[src/rtl/data_bus_arbiter_pkg.sv]
// Shared types for the two-master RAM data-port arbiter.
package arb_pkg;

  localparam int ARB_CNT_W = 4;

  typedef enum logic [0:0] {
    ARB    = 1'b0,
    LOCKED = 1'b1
  } arb_state_t;

  typedef enum logic [0:0] {
    OWN_M0 = 1'b0,
    OWN_M1 = 1'b1
  } owner_t;

  typedef logic [ARB_CNT_W-1:0] cnt_t;

endpackage

[src/rtl/data_bus_arbiter_resp_tracker.sv]
// Remembers who owns the in-flight RAM access and steers the returning
// read data and rvalid pulse to that master one cycle after acceptance.
module arb_resp_tracker
  import arb_pkg::*;
(
  input  logic        i_clk,
  input  logic        i_rst,
  input  logic        i_m0_gnt,
  input  logic        i_m1_gnt,
  input  logic        i_we,
  input  logic [31:0] i_rdata,
  output logic        o_m0_rvalid,
  output logic        o_m1_rvalid,
  output logic [31:0] o_m0_rdata,
  output logic [31:0] o_m1_rdata
);

  logic   r_resp_vld;
  owner_t r_resp_own;
  logic   r_resp_we;
  logic   w_live;

  // Capture each accepted transfer; a reset drops whatever is pending.
  always_ff @(posedge i_clk) begin
    if (i_rst) begin
      r_resp_vld <= 1'b0;
      r_resp_own <= OWN_M0;
      r_resp_we  <= 1'b0;
    end else begin
      r_resp_vld <= i_m0_gnt | i_m1_gnt;
      r_resp_own <= i_m1_gnt ? OWN_M1 : OWN_M0;
      r_resp_we  <= i_we;
    end
  end

  // Responses are suppressed while reset is held; write responses carry no data.
  always_comb begin
    w_live      = r_resp_vld & ~i_rst;
    o_m0_rvalid = w_live & (r_resp_own == OWN_M0);
    o_m1_rvalid = w_live & (r_resp_own == OWN_M1);
    o_m0_rdata  = (o_m0_rvalid & ~r_resp_we) ? i_rdata : 32'd0;
    o_m1_rdata  = (o_m1_rvalid & ~r_resp_we) ? i_rdata : 32'd0;
  end

endmodule

[src/rtl/data_bus_arbiter.sv]
// Two-master arbiter for the RAM data port: master 0 has priority, master 1
// is protected by a starvation counter and may lock the bus for short bursts.
module data_bus_arbiter
  import arb_pkg::*;
#(
  parameter int MAX_WAIT = 4,
  parameter int MAX_LOCK = 8
) (
  input  logic        clk_i,
  input  logic        rst_i,
  input  logic        m0_req_i,
  input  logic        m0_we_i,
  input  logic [3:0]  m0_be_i,
  input  logic [31:0] m0_addr_i,
  input  logic [31:0] m0_wdata_i,
  input  logic        m1_req_i,
  input  logic        m1_we_i,
  input  logic [3:0]  m1_be_i,
  input  logic [31:0] m1_addr_i,
  input  logic [31:0] m1_wdata_i,
  input  logic        m1_lock_i,
  output logic        m0_gnt_o,
  output logic        m1_gnt_o,
  output logic        m0_rvalid_o,
  output logic        m1_rvalid_o,
  output logic [31:0] m0_rdata_o,
  output logic [31:0] m1_rdata_o,
  output logic        s_req_o,
  output logic        s_we_o,
  output logic [3:0]  s_be_o,
  output logic [31:0] s_addr_o,
  output logic [31:0] s_wdata_o,
  input  logic [31:0] s_rdata_i
);

  localparam cnt_t C_MAX_WAIT = cnt_t'(MAX_WAIT);
  localparam cnt_t C_MAX_LOCK = cnt_t'(MAX_LOCK);

  arb_state_t r_state, w_state_nxt;
  cnt_t       r_wait_cnt, w_wait_nxt;
  cnt_t       r_lock_cnt, w_lock_nxt;
  logic       w_m0_gnt, w_m1_gnt;

  // Grant selection: master 0 wins in ARB unless master 1 has waited its limit.
  always_comb begin
    w_m0_gnt = 1'b0;
    w_m1_gnt = 1'b0;
    if (rst_i) begin
      w_m0_gnt = 1'b0;
      w_m1_gnt = 1'b0;
    end else begin
      case (r_state)
        ARB: begin
          w_m0_gnt = m0_req_i & ~(m1_req_i & (r_wait_cnt >= C_MAX_WAIT));
          w_m1_gnt = m1_req_i & ~w_m0_gnt;
        end
        LOCKED: begin
          w_m0_gnt = 1'b0;
          w_m1_gnt = m1_req_i;
        end
        default: begin
          w_m0_gnt = 1'b0;
          w_m1_gnt = 1'b0;
        end
      endcase
    end
  end

  // RAM port mux of the granted master's fields; all zero when idle.
  always_comb begin
    s_req_o   = w_m0_gnt | w_m1_gnt;
    s_we_o    = 1'b0;
    s_be_o    = 4'd0;
    s_addr_o  = 32'd0;
    s_wdata_o = 32'd0;
    if (w_m1_gnt) begin
      s_we_o    = m1_we_i;
      s_be_o    = m1_be_i;
      s_addr_o  = m1_addr_i;
      s_wdata_o = m1_wdata_i;
    end else if (w_m0_gnt) begin
      s_we_o    = m0_we_i;
      s_be_o    = m0_be_i;
      s_addr_o  = m0_addr_i;
      s_wdata_o = m0_wdata_i;
    end else begin
      s_we_o    = 1'b0;
    end
  end

  // Next-state, starvation and burst counters.
  always_comb begin
    w_state_nxt = r_state;
    w_lock_nxt  = r_lock_cnt;
    if (w_m1_gnt || !m1_req_i) begin
      w_wait_nxt = '0;
    end else if (r_wait_cnt < C_MAX_WAIT) begin
      w_wait_nxt = r_wait_cnt + 4'd1;
    end else begin
      w_wait_nxt = r_wait_cnt;
    end
    case (r_state)
      ARB: begin
        // A one-grant lock limit means the entering grant already ends the burst.
        if (w_m1_gnt && m1_lock_i && (C_MAX_LOCK > 4'd1)) begin
          w_state_nxt = LOCKED;
          w_lock_nxt  = 4'd1;
        end else begin
          w_state_nxt = ARB;
          w_lock_nxt  = '0;
        end
      end
      LOCKED: begin
        if (!m1_lock_i || !m1_req_i ||
            (w_m1_gnt && ((r_lock_cnt + 4'd1) >= C_MAX_LOCK))) begin
          w_state_nxt = ARB;
          w_lock_nxt  = '0;
        end else begin
          w_state_nxt = LOCKED;
          w_lock_nxt  = r_lock_cnt + 4'd1;
        end
      end
      default: begin
        w_state_nxt = ARB;
        w_lock_nxt  = '0;
      end
    endcase
  end

  // Arbitration state registers.
  always_ff @(posedge clk_i) begin
    if (rst_i) begin
      r_state    <= ARB;
      r_wait_cnt <= '0;
      r_lock_cnt <= '0;
    end else begin
      r_state    <= w_state_nxt;
      r_wait_cnt <= w_wait_nxt;
      r_lock_cnt <= w_lock_nxt;
    end
  end

  assign m0_gnt_o = w_m0_gnt;
  assign m1_gnt_o = w_m1_gnt;

  arb_resp_tracker u_resp (
    .i_clk       (clk_i),
    .i_rst       (rst_i),
    .i_m0_gnt    (w_m0_gnt),
    .i_m1_gnt    (w_m1_gnt),
    .i_we        (s_we_o),
    .i_rdata     (s_rdata_i),
    .o_m0_rvalid (m0_rvalid_o),
    .o_m1_rvalid (m1_rvalid_o),
    .o_m0_rdata  (m0_rdata_o),
    .o_m1_rdata  (m1_rdata_o)
  );

endmodule

[config.mk]
export PLATFORM = sky130hd
export DESIGN_NAME = data_bus_arbiter
export DESIGN_NICKNAME = d
export VERILOG_FILES = /design/src/rtl/data_bus_arbiter_pkg.sv /design/src/rtl/data_bus_arbiter_resp_tracker.sv /design/src/rtl/data_bus_arbiter.sv
export SDC_FILE = /design/constraint.sdc
export NUM_CORES = 1
export LEC_CHECK = 0
export CORE_AREA = 2 2 122 124
export DETAILED_ROUTE_END_ITERATION = 10
export DIE_AREA = 0 0 124 126
export PLACE_DENSITY_LB_ADDON = 0.2
export SLEW_MARGIN = 5
export SYNTH_ARGS = -nofsm -noshare
export SYNTH_HDL_FRONTEND = slang
export SYNTH_SLANG_ARGS = --single-unit
[constraint.sdc]
create_clock -name clk_i -period 1.8 [get_ports clk_i]
set_clock_uncertainty 0.1 [all_clocks]
set_input_delay 0.27 -clock clk_i [delete_from_list [all_inputs] [get_ports clk_i]]
set_output_delay 0.27 -clock clk_i [all_outputs]
set_load 0.01 [all_outputs]
After elaboration in Yosys (flattened, before gate mapping)

Cells that the tools add are included.

Output and inout bits: 138
Bits in registers: 12
Bits of input ports: 175
Word-level logic and storage cells: 55

Reduce and logical (&&, ||, !) cells: 8
$add $sub $neg: 2
Muxes and demuxes: 21
Bitwise logic cells: 15
Magnitude comparators: 3

Operators with widths:

| operator              | number |
|---|---|
| $mux W32              | 6 |
| $mux W4               | 3 |
| $add A4 B1 Y4 const B | 2 |
| $and A1 B1 Y1         | 8 |
| $mux W1               | 8 |
| $pmux W4 S2           | 1 |
| $not A1 Y1            | 6 |
| $pmux W1 S2           | 3 |
| $ge A4 B3 Y1 const B  | 1 |
| $ge A4 B4 Y1 const B  | 1 |
| $lt A4 B3 Y1 const B  | 1 |
| $logic_or A1 B1 Y1    | 3 |
| $logic_and A1 B1 Y1   | 2 |
| $logic_not A1 Y1      | 2 |
| $reduce_or A2 Y1      | 1 |
| $or A1 B1 Y1          | 1 |

Depth between registers and ports, before layout

Gate-level depths: netlist of the first run.

Word-level depth: 12
Gate-level depth with buffers: 6
Depth with buffers taken out: 3

Modules after synthesis

A second synthesis of the first run with hierarchy kept.

Cell total of the unflattened synthesis: 236
Area, all modules: 1,808.0 um^2

Modules (own cells, without submodules):

| module           | area each (um^2) | sequential area each (um^2) | times used | cells an instance |
|---|---|---|---|---|
| data_bus_arbiter | 1,109.8          | 180.2                       | 1          | 119 |
| arb_resp_tracker | 698.2            | 60.1                        | 1          | 117 |

Least setup slack after synthesis of the first run

No wires, ideal clock.

Kind: register -> output
Start: register r_wait_cnt[3]
End: output port s_addr_o[25]
Arrival time: 1.444 ns
Required time: 1.430 ns
Buffers on the path: 2
Cell stages (with the launch flop): 6
Slack: -0.014 ns
Cell sequence: dfxtp_1 -> or2_1 -> buf_6 -> a211oi_4 -> buf_6 -> a22o_1

Elaborated cells between the ends (all ways): 12
Classes of those cells: order compare (1); mux (6); bitwise (5)

RTL lines:

| what                   | RTL line                | RTL |
|---|---|---|
| start, declared        | data_bus_arbiter.sv:40  | `cnt_t r_wait_cnt, w_wait_nxt;` |
| start signal, assigned | data_bus_arbiter.sv:138 | `r_wait_cnt <= w_wait_nxt;` |
| $ge A4 B3 Y1           | data_bus_arbiter.sv:54  | `w_m0_gnt = m0_req_i & ~(m1_req_i & (r_wait_cnt >= C_MAX_WAIT));` |
| $and A1 B1 Y1          | data_bus_arbiter.sv:54  |  |
| $not A1 Y1             | data_bus_arbiter.sv:54  |  |
| $and A1 B1 Y1          | data_bus_arbiter.sv:54  |  |
| $pmux W1 S2            | data_bus_arbiter.sv:52  | `case (r_state)` |
| $mux W1                | data_bus_arbiter.sv:48  | `if (rst_i) begin` |
| net m0_gnt_o           | data_bus_arbiter.sv:22  | `output logic m0_gnt_o,` |
| $mux W32               | data_bus_arbiter.sv:81  | `end else if (w_m0_gnt) begin` |
| $mux W32               | data_bus_arbiter.sv:76  | `if (w_m1_gnt) begin` |
| end, declared          | data_bus_arbiter.sv:31  | `output logic [31:0] s_addr_o,` |

The timed path passes the listed nets, and every way through them passes these cells.

Final worst setup path of the first run

Start: register r_wait_cnt[2]
End: output port s_addr_o[31]

Cells in the longest elaborated chain, start to end: 9
Elaborated cells between the ends (all ways): 12
Classes of those cells: order compare (1); mux (6); bitwise (5)

Ends and longest elaborated chain:

| what            | RTL line               | RTL |
|---|---|---|
| $ge A4 B3 Y1 *  | data_bus_arbiter.sv:54 |  |
| $and A1 B1 Y1 * | data_bus_arbiter.sv:54 |  |
| $not A1 Y1 *    | data_bus_arbiter.sv:54 |  |
| $and A1 B1 Y1 * | data_bus_arbiter.sv:54 |  |
| $not A1 Y1      | data_bus_arbiter.sv:55 | `w_m1_gnt = m1_req_i & ~w_m0_gnt;` |
| $and A1 B1 Y1   | data_bus_arbiter.sv:55 |  |
| $pmux W1 S2     | data_bus_arbiter.sv:52 |  |
| $mux W1         | data_bus_arbiter.sv:48 |  |
| $mux W32 *      | data_bus_arbiter.sv:76 |  |

Mark *: on every way between the ends. The rest lies on a longest branch, timed or not.

==> metrics.csv, run 1 <==
metric,value,unit
synth_edf_count,0,
internal_power,0.001328,W
die_x,124,µm
p_leak,2.615,nW
synth.distinct_cells,24,
pwr-share-clk,0.210,
fillers,1448,
yosysSeqAreaShare,0.1468,
final.setup.tns,-18410,ps
cts.sinks,12,
design_area,0.005644,mm²
power,0.001842,W
worst_hold_path.endpoint,u_resp.r_resp_vld,
p_per_area,326.3,mW/mm²
maxCapViolCount,0,
drive_above_1_share,0.4463,
ios,313,
finalCritPeriodShare,1.186,
cts_tree,done,
finalWorstSetupSlack,-334.0,ps
rows,44,
maxSlewViolCount,0,
r2r-end,u_resp.r_resp_we,
crit_type,register to output pin,
grt_max_degree,25,
dpl_cell_area,0.005031,mm²
gp_congestion,0.8416,
hold_viol_final,0,
grt_pass1_wl,17380,µm
die_y,126,µm
finalCriticalPeriod,2134,ps
routedWlPerCell,17.93,µm
path_clk_slew,40,ps
detail_route.vias_per_cell,4.168,
r2r_start,r_wait_cnt[2],
dp_hpwl,9407,µm
first_global_vias,3148,
drt-pass1-iter-count,4,
cp_max_fo,6,
startpoint_type,register,
required,1430,ps
netlist_area,0.001637,mm²
ctsHoldBuffers,0,
initial_core_util,0.1143,
synth_area_leaders,"a22o_1, and2_1, dfxtp_1",
fp.dieArea,0.01562,mm²
cts_max_path_buffers,2,
violations,setup timing,
layout.nets,728,
grt-ovfl-total,0,
async_flop_share,0,
num_vias,3059,
htree_levels,1,
synthToLayoutAreaGrowth,244.9,%
synth_top_area_frac,0.3746,
seqPwrFrac,0.155,
syn_inst,202,
irDropWorstVdd,0.1984,mV
pre_cts_ws,-847.4,ps
arrival,1760,ps
multi_input_area,0.001388,mm²
p_comb_frac,0.635,
fin_util,0.3943,
core_area,0.01431,mm²
reg2reg_depth,7,
ant_nets,0,
switchingPower,0.0005140,W
sw_frac_of_total,0.2791,
status,"complete, but fails checks",
cts-root-buf,clkbuf_16,
fmax,0.4686,GHz
ff2ff_setup_slack,180,ps
seq_area,246.5,µm²
drt-initial-drc-count,34,
min_path_type,input pin to register,
final_cell_mix,"clkdlybuf4s50_1, buf_6, buf_2",
setup_viol,70,
synthFlopType,dfxtp_1,
antenna_found_initial,1,
syn_area_per_cell,8.102,µm²
holdPathStages,3,
numPortBuffers,312,
synth_area_leader_cell,a22o_1,
wirelength,13160,µm
grt.total_usage,0.1467,
synth_seq_cells,12,
clk-insertion-delay-late,230,ps
yosys_warnings,0,
layout_commonest_cell,clkdlybuf4s50_1,
min_from,rst_i,
grt_setup_unrepaired,true,
cts_made_buffers,3,
endpoint_kind,output pin,
drc_errors,0,
power groups by stage:
stage,sequential [W],clock [W],combinational [W]
6_report,0.000285,0.000387,0.00117
5_1_grt,0.000286,0.000407,0.00124
4_1_cts,0.000285,0.000399,0.00111
3_5_place_dp,0.000286,0,0.00104
3_3_place_gp,0.000286,0,0.00103
2_1_floorplan,0.000284,0,0.000300
worst max path at each step:
stage | start | end | slack, ps | cells past startpoint
finish | r_wait_cnt[2] | s_addr_o[31] | -330 | 8
floorplan | r_wait_cnt[3] | s_addr_o[25] | 9 | 5
global placement | m0_req_i | s_addr_o[15] | -830 | 6
CTS | r_wait_cnt[2] | s_addr_o[13] | -360 | 6
global route | r_wait_cnt[2] | s_addr_o[22] | -380 | 7
detailed placement | m0_req_i | s_wdata_o[1] | -850 | 6
critical path: stages, from the launching register on:
cell and delay [ps]:
dfxtp_1 290, or2_4 270, a211oi_4 250, buf_12 170, buf_12 120, buf_16 110
buf_6 90, a22o_4 120, buf_6 100
cells in the mapped netlist (2+ instances only):
cell	instances
ha_1	2
a21oi_1	3
a22o_1	70
dfxtp_1	12
and2_1	66
clkbuf_1	6
nor3_1	5
inv_1	2
nor2_1	2
buf_2	9
nand2b_1	3
buf_6	8
o21ba_2	2
xnor2_1	2
cells by family after synthesis:
kind of cell	Yosys count	share of synthesized area
and+or+nand+nor	82	0.3066
AOI/OAI and AO/OA	78	0.4174
buffers and inverters	25	0.1009
DFF	12	0.1468
xor gates and xnor gates	2	0.01071
adders and majority gates	2	0.01529
other	1	0.002291
layout make-up:
| type | instances | area share |
|---|---|---|
| Sequential cell | 12 | 0.04367 |
| Timing Repair Buffer | 366 | 0.6546 |
| Multi-Input combinational cell | 166 | 0.2458 |
| Clock buffer | 3 | 0.01330 |
| Antenna cell | 1 | 0.0004434 |
| Tap cell | 184 | 0.04079 |
| Inverter | 2 | 0.001330 |
state kept, by name, summed over array words and instances (netlist names):
register	count
r_lock_cnt	4
r_state	1
r_wait_cnt	4
u_resp.r_resp_own	1
u_resp.r_resp_vld	1
u_resp.r_resp_we	1
metal layers:
layer  GRT usage  share of wire  wire, µm  up-vias
met5           0              0         0        -
met4     0.04230          0.022       290        0
met3     0.03850           0.10      1331       18
met2      0.3074           0.55      7246      194
met1      0.1315           0.33      4295     1404
li1            -              -         -     1443
per-stage QoR:
stage	hold WS [ps]	cells
floorplan	239.1	203
global placement	322.6	694
detailed placement	330.3	694
CTS	177.9	727
global route	191.1	733
finish	189.5	734
what timing repair did:
| action | in CTS | in global routing |
|---|---|---|
| setup buffers | 20 | 6 |
| gates cloned | 10 | 7 |
| resized for setup | 652 | 68 |
| endpoints found under the setup margin | 138 | 129 |
| pin swaps | 45 | 25 |
Power figures use the tool's default switching activity.
==> run 2, diff against run 1 <==
- clock period: 1.8 -> 2.3 ns (I/O delays scaled with it)
==> run 2 against run 1 <==
Compared with the run above:
- the flow now finishes without violations
- register-to-register slack gained 570 ps
- clock-buffer cell count is the same
- global-route usage shrank 1.2 points
- cell count shrank 1.2%
- largest power group unchanged
==> metrics.csv, run 2 (synthesis gave the netlist of run 1 again) <==
metric,value,unit
maxCapViolCount,0,
path_cells,or2_4 > o21ba_4 > buf_12 > buf_12 > a22o_1 > clkdlybuf4s15_2,
crit_type,register to output pin,
final.setup.tns,0,ps
ios,313,
rows,44,
maxSlewViolCount,0,
drive_above_1_share,0.2403,
p_leak,2.468,nW
sw_frac_of_total,0.2721,
diodes,0,
initial_core_util,0.1143,
path_clk_slew,40,ps
cp_common_cell,buf_12,
fin_util,0.3644,
arrival,1800,ps
drc_errors,0,
final_cell_mix,"clkdlybuf4s50_1, a22o_1, and2_1",
startpoint,r_wait_cnt[3],
fp.dieArea,0.01562,mm²
die_x,124,µm
min_from,r_wait_cnt[0],
switchingPower,0.0003632,W
first_global_vias,2898,
cp_max_fo,23,
seqPwrFrac,0.167,
required,1860,ps
ctsHoldBuffers,0,
setup_viol,0,
startpoint_type,register,
min_path_type,register to register,
hold_slack,333.9,ps
fmax,0.4451,GHz
finalCriticalPeriod,2247,ps
grt-ovfl-total,0,
drt-pass1-iter-count,4,
finalCritPeriodShare,0.9769,
hold_viol_final,0,
endpoint_kind,output pin,
cts.sinks,12,
cts-root-buf,clkbuf_16,
crit_path_max_incr_delay,290,ps
status,completed,
htree_levels,1,
clk-insertion-delay-late,230,ps
pwr-share-clk,0.226,
layout_commonest_cell,clkdlybuf4s50_1,
routedWlPerCell,15.99,µm
die_y,126,µm
fillers,1487,
antenna_found_initial,0,
wirelength,11590,µm
numPortBuffers,312,
p_per_area,255.9,mW/mm²
core_area,0.01431,mm²
irDropWorstVdd,0.1480,mV
p_comb_frac,0.607,
gp_congestion,0.8122,
grt.total_usage,0.1352,
cts_tree,done,
r2r_start,r_wait_cnt[3],
grt_max_degree,24,
cts_made_buffers,3,
num_vias,2895,
biggestRegsByFlops,"r_lock_cnt x4, r_wait_cnt x4",
dp_hpwl,9417,µm
ant_nets,0,
crit_path_top_delay_cell,dfxtp_1,
detail_route.vias_per_cell,3.993,
synthToLayoutAreaGrowth,218.7,%
internal_power,0.0009714,W
grt_pass1_wl,16170,µm
drt-initial-drc-count,30,
layout.nets,720,
cts_max_path_buffers,2,
==> run 2: routing by layer <==
metal | share of wire | vias to the layer above | GRT usage
met5 | 0 | - | 0
met4 | 0.0059 | 0 | 0.01652
met3 | 0.11 | 6 | 0.03533
met2 | 0.55 | 185 | 0.2831
met1 | 0.34 | 1276 | 0.1306
li1 | - | 1428 | -
==> run 2: final timing paths <==
kind                                          to  slack (ps)  cells past startpoint
worst min-delay path               r_wait_cnt[0]         330                      1
worst max register to register  u_resp.r_resp_we         750                      6
worst max-delay path                s_addr_o[14]          50                      6
worst min register to register     r_wait_cnt[0]         330                      1
==> run 2: layout make-up <==
class | count | area [µm²] | share of cell area
Clock buffer | 3 | 75.07 | 0.01439
Inverter | 2 | 7.507 | 0.001439
Multi-Input combinational cell | 166 | 1290 | 0.2473
Sequential cell | 12 | 240.2 | 0.04605
Tap cell | 184 | 230.2 | 0.04414
Timing Repair Buffer | 358 | 3373 | 0.6467
==> run 2: power by group through the flow <==
stage               clock (W)  sequential [W]  combinational [W]
floorplan                   0        0.000223           0.000235
global placement            0        0.000224           0.000833
detailed placement          0        0.000224           0.000838
CTS                  0.000308        0.000222           0.000851
global route         0.000321        0.000223           0.000867
finish               0.000302        0.000222           0.000811
==> run 2: what timing repair did <==
item,4_1_cts,5_1_grt
gates cloned,7,0
setup endpoints to repair,138,76
resized for setup,341,27
buffers inserted,15,0
pin swaps,7,5
==> run 2: critical path: cells and delay by family (launching register included) <==
kind | cells | cell delay (ps)
buffers and inverters | 3 | 530
DFF | 1 | 290
and+or+nand+nor | 1 | 260
AOI/OAI and AO/OA | 2 | 470
==> run 2: per-stage QoR <==
| step | std cells | power, W | setup slack [ps] | area, µm² |
|---|---|---|---|---|
| 2_1_floorplan | 203 | 0.0004577 | 410.9 | 1640 |
| 3_3_place_gp | 705 | 0.001057 | -491.8 | 5151 |
| 3_5_place_dp | 705 | 0.001061 | -506.2 | 5151 |
| 4_1_cts | 730 | 0.001381 | -70.97 | 5400 |
| 5_1_grt | 725 | 0.001412 | -0.5667 | 5216 |
| 6_report | 725 | 0.001335 | 53.10 | 5216 |
